$ cat src/rtl/div_unit_pkg.sv
// div_unit_pkg: shared constants and types for the iterative divider.
//   DIV_RESULT_BUS  width of the {remainder, quotient} result bus
//   DIV_START/ANNUL active levels of the EX-stage start and annul inputs
//   STALL_STOP/NOSTOP stall-request levels seen by the pipeline controller
//   div_state_e     divider FSM state encoding
package div_unit_pkg;

  localparam int   DIV_RESULT_BUS = 64;
  localparam logic DIV_START      = 1'b1;
  localparam logic DIV_ANNUL      = 1'b1;
  localparam logic STALL_STOP     = 1'b1;
  localparam logic STALL_NOSTOP   = 1'b0;

  typedef enum logic [1:0] {
    ST_IDLE     = 2'd0,
    ST_DIV_ZERO = 2'd1,
    ST_BUSY     = 2'd2,
    ST_DONE     = 2'd3
  } div_state_e;

endpackage

$ cat src/rtl/div_unit.sv
// div_unit: 32-bit signed/unsigned restoring divider, one quotient bit per
// clock, MSB first.
//   clk, rst       clock, asynchronous active-high reset
//   start, annul   EX request (held until done), flush of the current op
//   signed_div     1 = two's-complement operands, 0 = unsigned
//   operand_1/2    dividend / divisor, sampled only when an op is accepted
//   result         {remainder, quotient}, held until the next completion
//   done           one-cycle pulse, result valid
//   stall_request  start & ~done & ~annul, to the pipeline controller
module div_unit
  import div_unit_pkg::*;
(
  input  logic                      clk,
  input  logic                      rst,
  input  logic                      start,
  input  logic                      annul,
  input  logic                      signed_div,
  input  logic [31:0]               operand_1,
  input  logic [31:0]               operand_2,
  output logic [DIV_RESULT_BUS-1:0] result,
  output logic                      done,
  output logic                      stall_request
);

  div_state_e  state;
  logic [4:0]  cnt;
  logic [32:0] rem;
  logic [31:0] quo;   // dividend bits shift out the top, quotient bits in the bottom
  logic [31:0] dvsr;
  logic        q_neg, r_neg;

  // capture-time magnitudes
  logic        a_neg, b_neg;
  logic [31:0] a_mag, b_mag;

  // one restoring step
  logic [32:0] shifted, trial, rem_nxt;
  logic [31:0] quo_nxt, q_fix, r_fix;
  logic        ge;

  assign stall_request = start & ~done & ~annul;

  always_comb begin
    a_neg   = signed_div & operand_1[31];
    b_neg   = signed_div & operand_2[31];
    a_mag   = a_neg ? (~operand_1 + 32'd1) : operand_1;
    b_mag   = b_neg ? (~operand_2 + 32'd1) : operand_2;

    shifted = {rem[31:0], quo[31]};
    trial   = shifted - {1'b0, dvsr};
    // remainder stays below the divisor, so a set top bit means the trial went negative
    ge      = ~trial[32];
    rem_nxt = ge ? trial : shifted;
    quo_nxt = {quo[30:0], ge};

    q_fix   = q_neg ? (~quo_nxt + 32'd1)        : quo_nxt;
    r_fix   = r_neg ? (~rem_nxt[31:0] + 32'd1)  : rem_nxt[31:0];
  end

  always_ff @(posedge clk or posedge rst) begin
    if (rst) begin
      state  <= ST_IDLE;
      cnt    <= 5'd0;
      rem    <= 33'd0;
      quo    <= 32'd0;
      dvsr   <= 32'd0;
      q_neg  <= 1'b0;
      r_neg  <= 1'b0;
      result <= '0;
      done   <= 1'b0;
    end else begin
      // done trails the DONE state by one cycle; a flush while in DONE kills it
      done <= (state == ST_DONE) && (annul != DIV_ANNUL);
      if (annul == DIV_ANNUL && state != ST_IDLE) begin
        state <= ST_IDLE;
      end else begin
        case (state)
          ST_IDLE: begin
            // start is still high from the finished instruction while done is
            // up; it must not launch a second division
            if (start == DIV_START && annul != DIV_ANNUL && !done) begin
              rem   <= 33'd0;
              quo   <= a_mag;
              dvsr  <= b_mag;
              q_neg <= a_neg ^ b_neg;
              r_neg <= a_neg;
              cnt   <= 5'd0;
              state <= (operand_2 == 32'd0) ? ST_DIV_ZERO : ST_BUSY;
            end
          end
          ST_DIV_ZERO: begin
            result <= '0;
            state  <= ST_DONE;
          end
          ST_BUSY: begin
            rem <= rem_nxt;
            quo <= quo_nxt;
            cnt <= cnt + 5'd1;
            if (cnt == 5'd31) begin
              result <= {r_fix, q_fix};
              state  <= ST_DONE;
            end
          end
          ST_DONE: state <= ST_IDLE;
          default: state <= ST_IDLE;
        endcase
      end
    end
  end

endmodule

$ cat config.mk
export PLATFORM = sky130hd
export DESIGN_NAME = div_unit
export DESIGN_NICKNAME = d
export VERILOG_FILES = /design/src/rtl/div_unit_pkg.sv /design/src/rtl/div_unit.sv
export SDC_FILE = /design/constraint.sdc
export NUM_CORES = 1
export LEC_CHECK = 0
export ABC_CLOCK_PERIOD_IN_PS = 5050
export BUFFER_PORTS_ARGS = -buffer_cell sky130_fd_sc_hd__buf_2
export CAP_MARGIN = 15
export CELL_PAD_IN_SITES_DETAIL_PLACEMENT = 1
export CELL_PAD_IN_SITES_GLOBAL_PLACEMENT = 1
export CORE_ASPECT_RATIO = 1.1
export CORE_MARGIN = 2
export CORE_UTILIZATION = 40
export DETAILED_ROUTE_END_ITERATION = 16
export GPL_ROUTABILITY_DRIVEN = 0
export PLACE_DENSITY = 0.76
export SETUP_SLACK_MARGIN = 0.5
export SLEW_MARGIN = 20
export SYNTH_ARGS = -nofsm -noshare
export SYNTH_HDL_FRONTEND = slang
export SYNTH_SLANG_ARGS = --single-unit
export TNS_END_PERCENT = 20
$ cat constraint.sdc
create_clock -name clk -period 5.05 [get_ports clk]
set_input_delay 0.505 -clock clk [delete_from_list [all_inputs] [get_ports clk]]
set_output_delay 0.505 -clock clk [all_outputs]
set_load 0.03 [all_outputs]
==> results.yml, run 1 <==
routing:
  vias: 11430
  ant_nets: 0
  top_layer_used: "met4"
  wl_per_cell_um: 20.20
  vias_per_cell: 5.813
  wl_met2_mm: 20.76
  first_pass_iters: 4
  met3_length_mm: 1.189
  drt_first_iter_violations: 608
  met1_length_mm: 16.40
  drc_errors: 0
  wirelength_mm: 39.72
logic_synthesis:
  syn_area_per_cell_um2: 8.060
  synth_fp_nets: 1591
  yosysUniqueCellTypes: 79
  async_flop_share: 1.000
  ys.flop_type: "dfrtp_1"
  syn-instance-count: 1480
  yosys_register_bits: 170
  synth.cell_area_um2: 11930
  yosysWarnings: 0
  synth_edf_count: 0
  yosysSeqAreaShare: 0.3566
clocking:
  h-tree-depth: 4
  path_clk_slew_ns: 0.07
  clk-insertion-delay-late_ns: 0.45
  cts_buffers: 17
  clockBufferDepth: 2
  holdBufCountCts: 0
  cts_root_buf: "clkbuf_16"
  cts_sinks: 170
  cts_tree: "yes"
setup_path:
  worstPathRequired_ns: 5.36
  cp-end-kind: "flop"
  r2r-start: "quo[31]$_DFFE_PP0P_"
  path_class: "reg2reg"
  cp_max_fo: 6
  r2r_end: "result[56]$_DFFE_PP0P_"
  cp-endpoint: "result[56]$_DFFE_PP0P_"
  cp.arrival_ns: 4.71
  worstSetupStartpointType: "flop"
  r2r_slack_ns: 0.65
  crit_start: "quo[31]$_DFFE_PP0P_"
  reg2reg_depth: 19
timing:
  rsz0062_at_grt: "yes"
  max_freq_mhz: 227.3
  clock_skew_ns: 0.01447
  fin_setup_tns_ns: 0
  timing.final.crit_share: 0.8713
  hold_viol: 0
  period_needed_ns: 4.400
  worst_slew_pin_slew_ns: 1.144
  fin_hold_ws_ns: 0.2854
  slew_violations: 0
  slew_headroom: 0.2322
  setup_viol: 0
floorplan:
  start_util: 0.4046
  die_y_um: 185.1
  num_rows: 66
  die_w_um: 168.7
  core_um2: 29480
  pin_count: 135
  dieArea_um2: 31220
finish:
  layout.nets: 1691
  area_delta_synth_final_pct: 14.00
  final_core_util: 0.4613
  drive_above_1_share: 0.1407
  diodes: 0
  finalInstanceArea_um2: 13600
global_routing:
  grt_pass1_wl_mm: 63.47
  grt.overflow.total: 0
  grt_pass1_vias: 11710
  antenna_found_initial: 0
  grt.total_usage: 0.2582
  grt_max_degree: 171
place:
  io_buffers: 134
  place_area_um2: 12910
  dp_hpwl_mm: 29.51
worst_hold_path:
  hold_path_class: "in2reg"
  worstHoldStart: "annul"
outcome:
  status: "finished clean"
job:
  maxCapViolCount: 0
==> cell families after synthesis <==
| logic type | share of synthesized area |
|---|---|
| mux | 0.02045 |
| buf+inv | 0.04783 |
| compound gates | 0.2346 |
| fa+ha+maj | 0.04468 |
| simple gates | 0.1908 |
| flops | 0.3566 |
| xor+xnor | 0.1050 |
==> worst min path at each step <==
stage | to | slack (ns) | cells past startpoint
finish | done$_DFF_PP0_ | 0.29 | 2
global route | done$_DFF_PP0_ | 0.29 | 2
CTS | done$_DFF_PP0_ | 0.27 | 2
detailed placement | result[15]$_DFFE_PP0P_ | 0.47 | 2
global placement | cnt[4]$_DFFE_PP0P_ | 0.46 | 2
floorplan | cnt[4]$_DFFE_PP0P_ | 0.45 | 2
==> flip-flops by register name, summed over array words and instances, names as in the netlist <==
signal	flops
q_neg	1
dvsr	32
cnt	5
done	1
rem	32
state	2
quo	32
result	64
r_neg	1
==> synthesized netlist by cell type (4+ instances only) <==
| master | count | area, um^2 |
|---|---|---|
| o41ai_1 | 16 | 140.1 |
| a22oi_1 | 8 | 60.06 |
| a22o_1 | 5 | 43.79 |
| a21oi_1 | 98 | 490.5 |
| a211oi_1 | 4 | 30.03 |
| a221o_1 | 4 | 40.04 |
| a21o_1 | 5 | 37.54 |
| nor4_1 | 15 | 93.84 |
| o31ai_1 | 22 | 165.2 |
| o22ai_1 | 22 | 137.6 |
| or3_1 | 11 | 68.82 |
| o21ai_1 | 10 | 50.05 |
| or4_1 | 11 | 82.58 |
| o211a_1 | 4 | 40.04 |
| mux2i_1 | 21 | 210.2 |
| dfrtp_1 | 170 | 4254 |
| inv_1 | 60 | 225.2 |
| ha_1 | 41 | 513.0 |
| nand4_1 | 14 | 87.58 |
| nor3_1 | 35 | 175.2 |
| nand2b_1 | 20 | 125.1 |
| nor2b_1 | 5 | 31.28 |
| o211ai_1 | 7 | 52.55 |
| and3_1 | 5 | 31.28 |
| nor2_1 | 112 | 420.4 |
| xor2_1 | 79 | 691.9 |
| xnor2_1 | 64 | 560.5 |
| and2_1 | 10 | 62.56 |
| nand3_1 | 19 | 95.09 |
| clkbuf_1 | 56 | 210.2 |
| a31oi_1 | 12 | 75.07 |
| buf_2 | 18 | 90.09 |
| nand2_1 | 227 | 852.1 |
| o21ai_0 | 198 | 991.0 |
==> final cells by class <==
class | count | area, um^2
sequential | 170 | 4254
timing repair buffer | 160 | 882.1
fill | 3606 | 15880
clock inverter | 10 | 116.4
clock buffer | 21 | 460.4
inverter | 61 | 235.2
tap | 374 | 467.9
multi-input combinational | 1170 | 7183
==> routing by layer <==
layer  up-vias  GRT usage
met5         -          0
met4         0     0.1028
met2       238     0.4769
met3        68    0.03397
li1       5450          -
met1      5673     0.3030
==> through the flow <==
step | setup WS [ns] | cells
6_report | 0.6501 | 1966
5_1_grt | 0.3662 | 1966
4_1_cts | 0.4492 | 1962
3_5_place_dp | 0.3632 | 1929
3_3_place_gp | 0.5049 | 1929
2_1_floorplan | 0.5565 | 1480
==> cell usage in the layout (no fill, tap or decap), types with 12 or more instances in the layout <==
cell type  synthesis  final
a21oi_1           98     96
a31oi_1           12     12
buf_2             18    134
buf_4              2     24
clkbuf_16          0     17
dfrtp_1          170    170
ha_1              41     40
inv_1             60     59
mux2i_1           21     20
nand2_1          227    225
nand2b_1          20     20
nand3_1           19     17
nand4_1           14     14
nor2_1           112    112
nor3_1            35     35
nor4_1            15     15
o21ai_0          198    195
o22ai_1           22     22
o31ai_1           22     22
o41ai_1           16     16
xnor2_1           64     64
xor2_1            79     79
==> critical path, stage by stage (launching register included) <==
cell and delay [ns]:
dfrtp_1 0.38, inv_1 0.08, ha_1 0.17, inv_1 0.06, fa_2 0.37, a211oi_2 0.25
o211ai_1 0.20, a211oi_2 0.29, o221ai_2 0.21, and3_4 0.27, nor2_8 0.16, mux2i_4 0.28
ha_2 0.23, inv_1 0.10, nor4b_2 0.27, a41o_1 0.31, nand3_2 0.16, o41ai_2 0.26
xnor2_1 0.15, o21ai_1 0.07
==> repair_timing <==
item                       in CTS  in global routing
resized for setup               8                 11
setup endpoints to repair      11                 17
buffers inserted                2                  4
pin swaps                       4                 10
Power of run 1 is left out: the tool's default activity adds up to more than one toggle a clock period on the data nets, which glitch-free logic cannot reach.
==> inputs of run 2 (changes only) <==
- ABC_AREA: unset -> 1
- CORE_UTILIZATION: 40 -> 30
- CTS_CLUSTER_SIZE: unset -> 28
- PLACE_DENSITY: 0.76 -> 0.62
==> results.yml, run 2 <==
finish:
  layout.nets: 2261
  diodes: 0
  fillers: 5737
  area_delta_synth_final_pct: 13.87
  final_cell_count_no_fill: 2737
  drive_above_1_share: 0.1244
  largest_reg_flops: 64
  final_cell_mix: "nand2_1 (689), inv_1 (287), nor2_1 (179), dfrtp_1 (170), buf_2 (134)"
  layout_commonest_cell: "nand2_1"
  top_register: "result"
clocking:
  cts_sinks: 170
  cts_root_buf: "clkbuf_16"
  path_clk_slew_ns: 0.07
  clk-insertion-delay-late_ns: 0.47
  holdBufCountCts: 0
  cts_buffers: 17
  cts_tree: "yes"
  h-tree-depth: 4
  clockBufferDepth: 2
routing:
  wl_per_cell_um: 18.28
  vias_per_cell: 4.945
  ant_nets: 0
  drc_errors: 0
  first_pass_iters: 7
  wirelength_mm: 50.03
  vias: 13530
  drt_first_iter_violations: 602
global_routing:
  grt.total_usage: 0.2245
  grt_pass1_wl_mm: 78.90
  grt.overflow.total: 0
  grt_max_degree: 171
  grt_pass1_vias: 14150
  antenna_found_initial: 1
timing:
  slew_headroom: 0.2420
  fin_setup_tns_ns: 0
  fin_ws_ns: 0.9469
  clock_skew_ns: 0.01192
  timing.final.crit_share: 0.8125
  rsz0062_at_grt: "no"
  worst_slew_pin_slew_ns: 1.137
  hold_viol: 0
  slew_violations: 0
  max_freq_mhz: 243.7
  setup_viol: 0
  period_needed_ns: 4.103
floorplan:
  start_util: 0.3044
  core_um2: 43540
  die_w_um: 204.4
  dieArea_um2: 45880
  num_rows: 80
  die_y_um: 224.5
  pin_count: 135
logic_synthesis:
  yosysMostFrequentCell: "nand2_1"
  syn-instance-count: 2037
  yosys.area.top_type: "dfrtp_1"
  ys.flop_type: "dfrtp_1"
  yosys-top-cells-area: "dfrtp_1 (32%), nand2_1 (20%), inv_1 (8.2%)"
  yosysUniqueCellTypes: 53
  yosysWarnings: 0
  synth.cell_area_um2: 13250
  synth_fp_nets: 2148
  syn_area_per_cell_um2: 6.507
  synth_edf_count: 0
  ys_top_cells_by_count: "nand2_1 (689), inv_1 (289), nor2_1 (179), dfrtp_1 (170), nand3_1 (126)"
  synth_top_area_share: 0.3210
  yosys_register_bits: 170
  yosysSeqAreaShare: 0.3210
  async_flop_share: 1.000
setup_path:
  reg2reg_depth: 27
  cp-end-kind: "flop"
  cp.arrival_ns: 4.45
  worstSetupStartpointType: "flop"
  worstPathRequired_ns: 5.40
  cp_max_fo: 6
  path_class: "reg2reg"
worst_hold_path:
  hold_path_class: "in2reg"
  min_path_cells: 2
place:
  dp_hpwl_mm: 38.79
  io_buffers: 134
  place_ws_ns: 0.5411
  dp_cells: 2701
outcome:
  status: "finished clean"
job:
  maxCapViolCount: 0
## run 2: worst paths after layout
check	from	endpoint	slack [ns]
worst min-delay path	annul	done$_DFF_PP0_	0.22
worst max-delay path	quo[31]$_DFFE_PP0P_	result[28]$_DFFE_PP0P_	0.95
worst max register to register	quo[31]$_DFFE_PP0P_	result[28]$_DFFE_PP0P_	0.95
max in group asynchronous	rst	dvsr[17]$_DFFE_PP0P_	3.88
worst min register to register	result[61]$_DFFE_PP0P_	result[61]$_DFFE_PP0P_	0.48
min in group asynchronous	rst	result[50]$_DFFE_PP0P_	0.24
## run 2: worst max-delay path: stages, from the launching register on
cell	delay [ns]
dfrtp_1	0.36
inv_1	0.09
ha_1	0.15
inv_1	0.07
fa_1	0.43
nand2_1	0.11
nand2_1	0.06
nand3b_1	0.10
nand2_2	0.12
nand2_4	0.10
nand2_4	0.06
nand2_4	0.10
nand3_4	0.14
nand2_8	0.11
ha_1	0.16
nand3_1	0.13
inv_1	0.10
nand2_1	0.12
nor3_4	0.30
nand3_2	0.16
nor2_4	0.15
nand4_1	0.11
nand2_1	0.14
o21ai_2	0.13
a21oi_4	0.17
nand3_1	0.09
nand3_1	0.10
nand2_1	0.08
## run 2: final cells by class
cell class	instances	area [um^2]	area share
inverters	301	1134	0.07511
well taps	574	718.2	0.04759
multi-input cells	1508	7601	0.5036
clock buffers	18	439.2	0.02910
flip-flops and latches	170	4254	0.2819
clock inverters	14	127.6	0.008456
repair buffers	152	818.3	0.05422
## run 2: cells by family (layout without fill, tap and decap cells)
family,count (synthesis),in the layout,share of synthesized area
flip-flops,170,170,0.3210
multiplexers,1,1,0.0007552
AO/OA/AOI/OAI,269,269,0.1218
adder cells (fa/ha/maj),42,42,0.04022
XOR/XNOR,63,63,0.04163
buffers and inverters,359,485,0.1085
AND/OR/NAND/NOR,1133,1133,0.3662
## run 2: per-stage QoR
| step | cell area, um^2 | hold WS [ns] | utilization |
|---|---|---|---|
| finish | 15090 | 0.2235 | 0.3466 |
| global route | 15090 | 0.2160 | 0.3466 |
| CTS | 15030 | 0.2006 | 0.3451 |
| detailed placement | 14460 | 0.4604 | 0.3320 |
| global placement | 14460 | 0.4627 | 0.3320 |
| floorplan | 13260 | 0.4530 | - |
## run 2: timing repair
action | in CTS | in global routing
setup buffers | 0 | 4
setup endpoints to repair | 1 | 4
endpoints found under the hold margin | 0 | 0
resized for setup | 1 | 6
pin swaps | 0 | 1
## run 2: per-layer routing
| layer | global-route usage | part of all wire | wire length [um] |
|---|---|---|---|
| met2 | 0.3968 | 0.50 | 25070 |
| met1 | 0.2814 | 0.44 | 22170 |
| met3 | 0.03072 | 0.032 | 1614 |
| met4 | 0.07013 | 0.023 | 1163 |
| met5 | 0 | 0.00022 | 11 |
Power of run 2 is left out for the same reason.
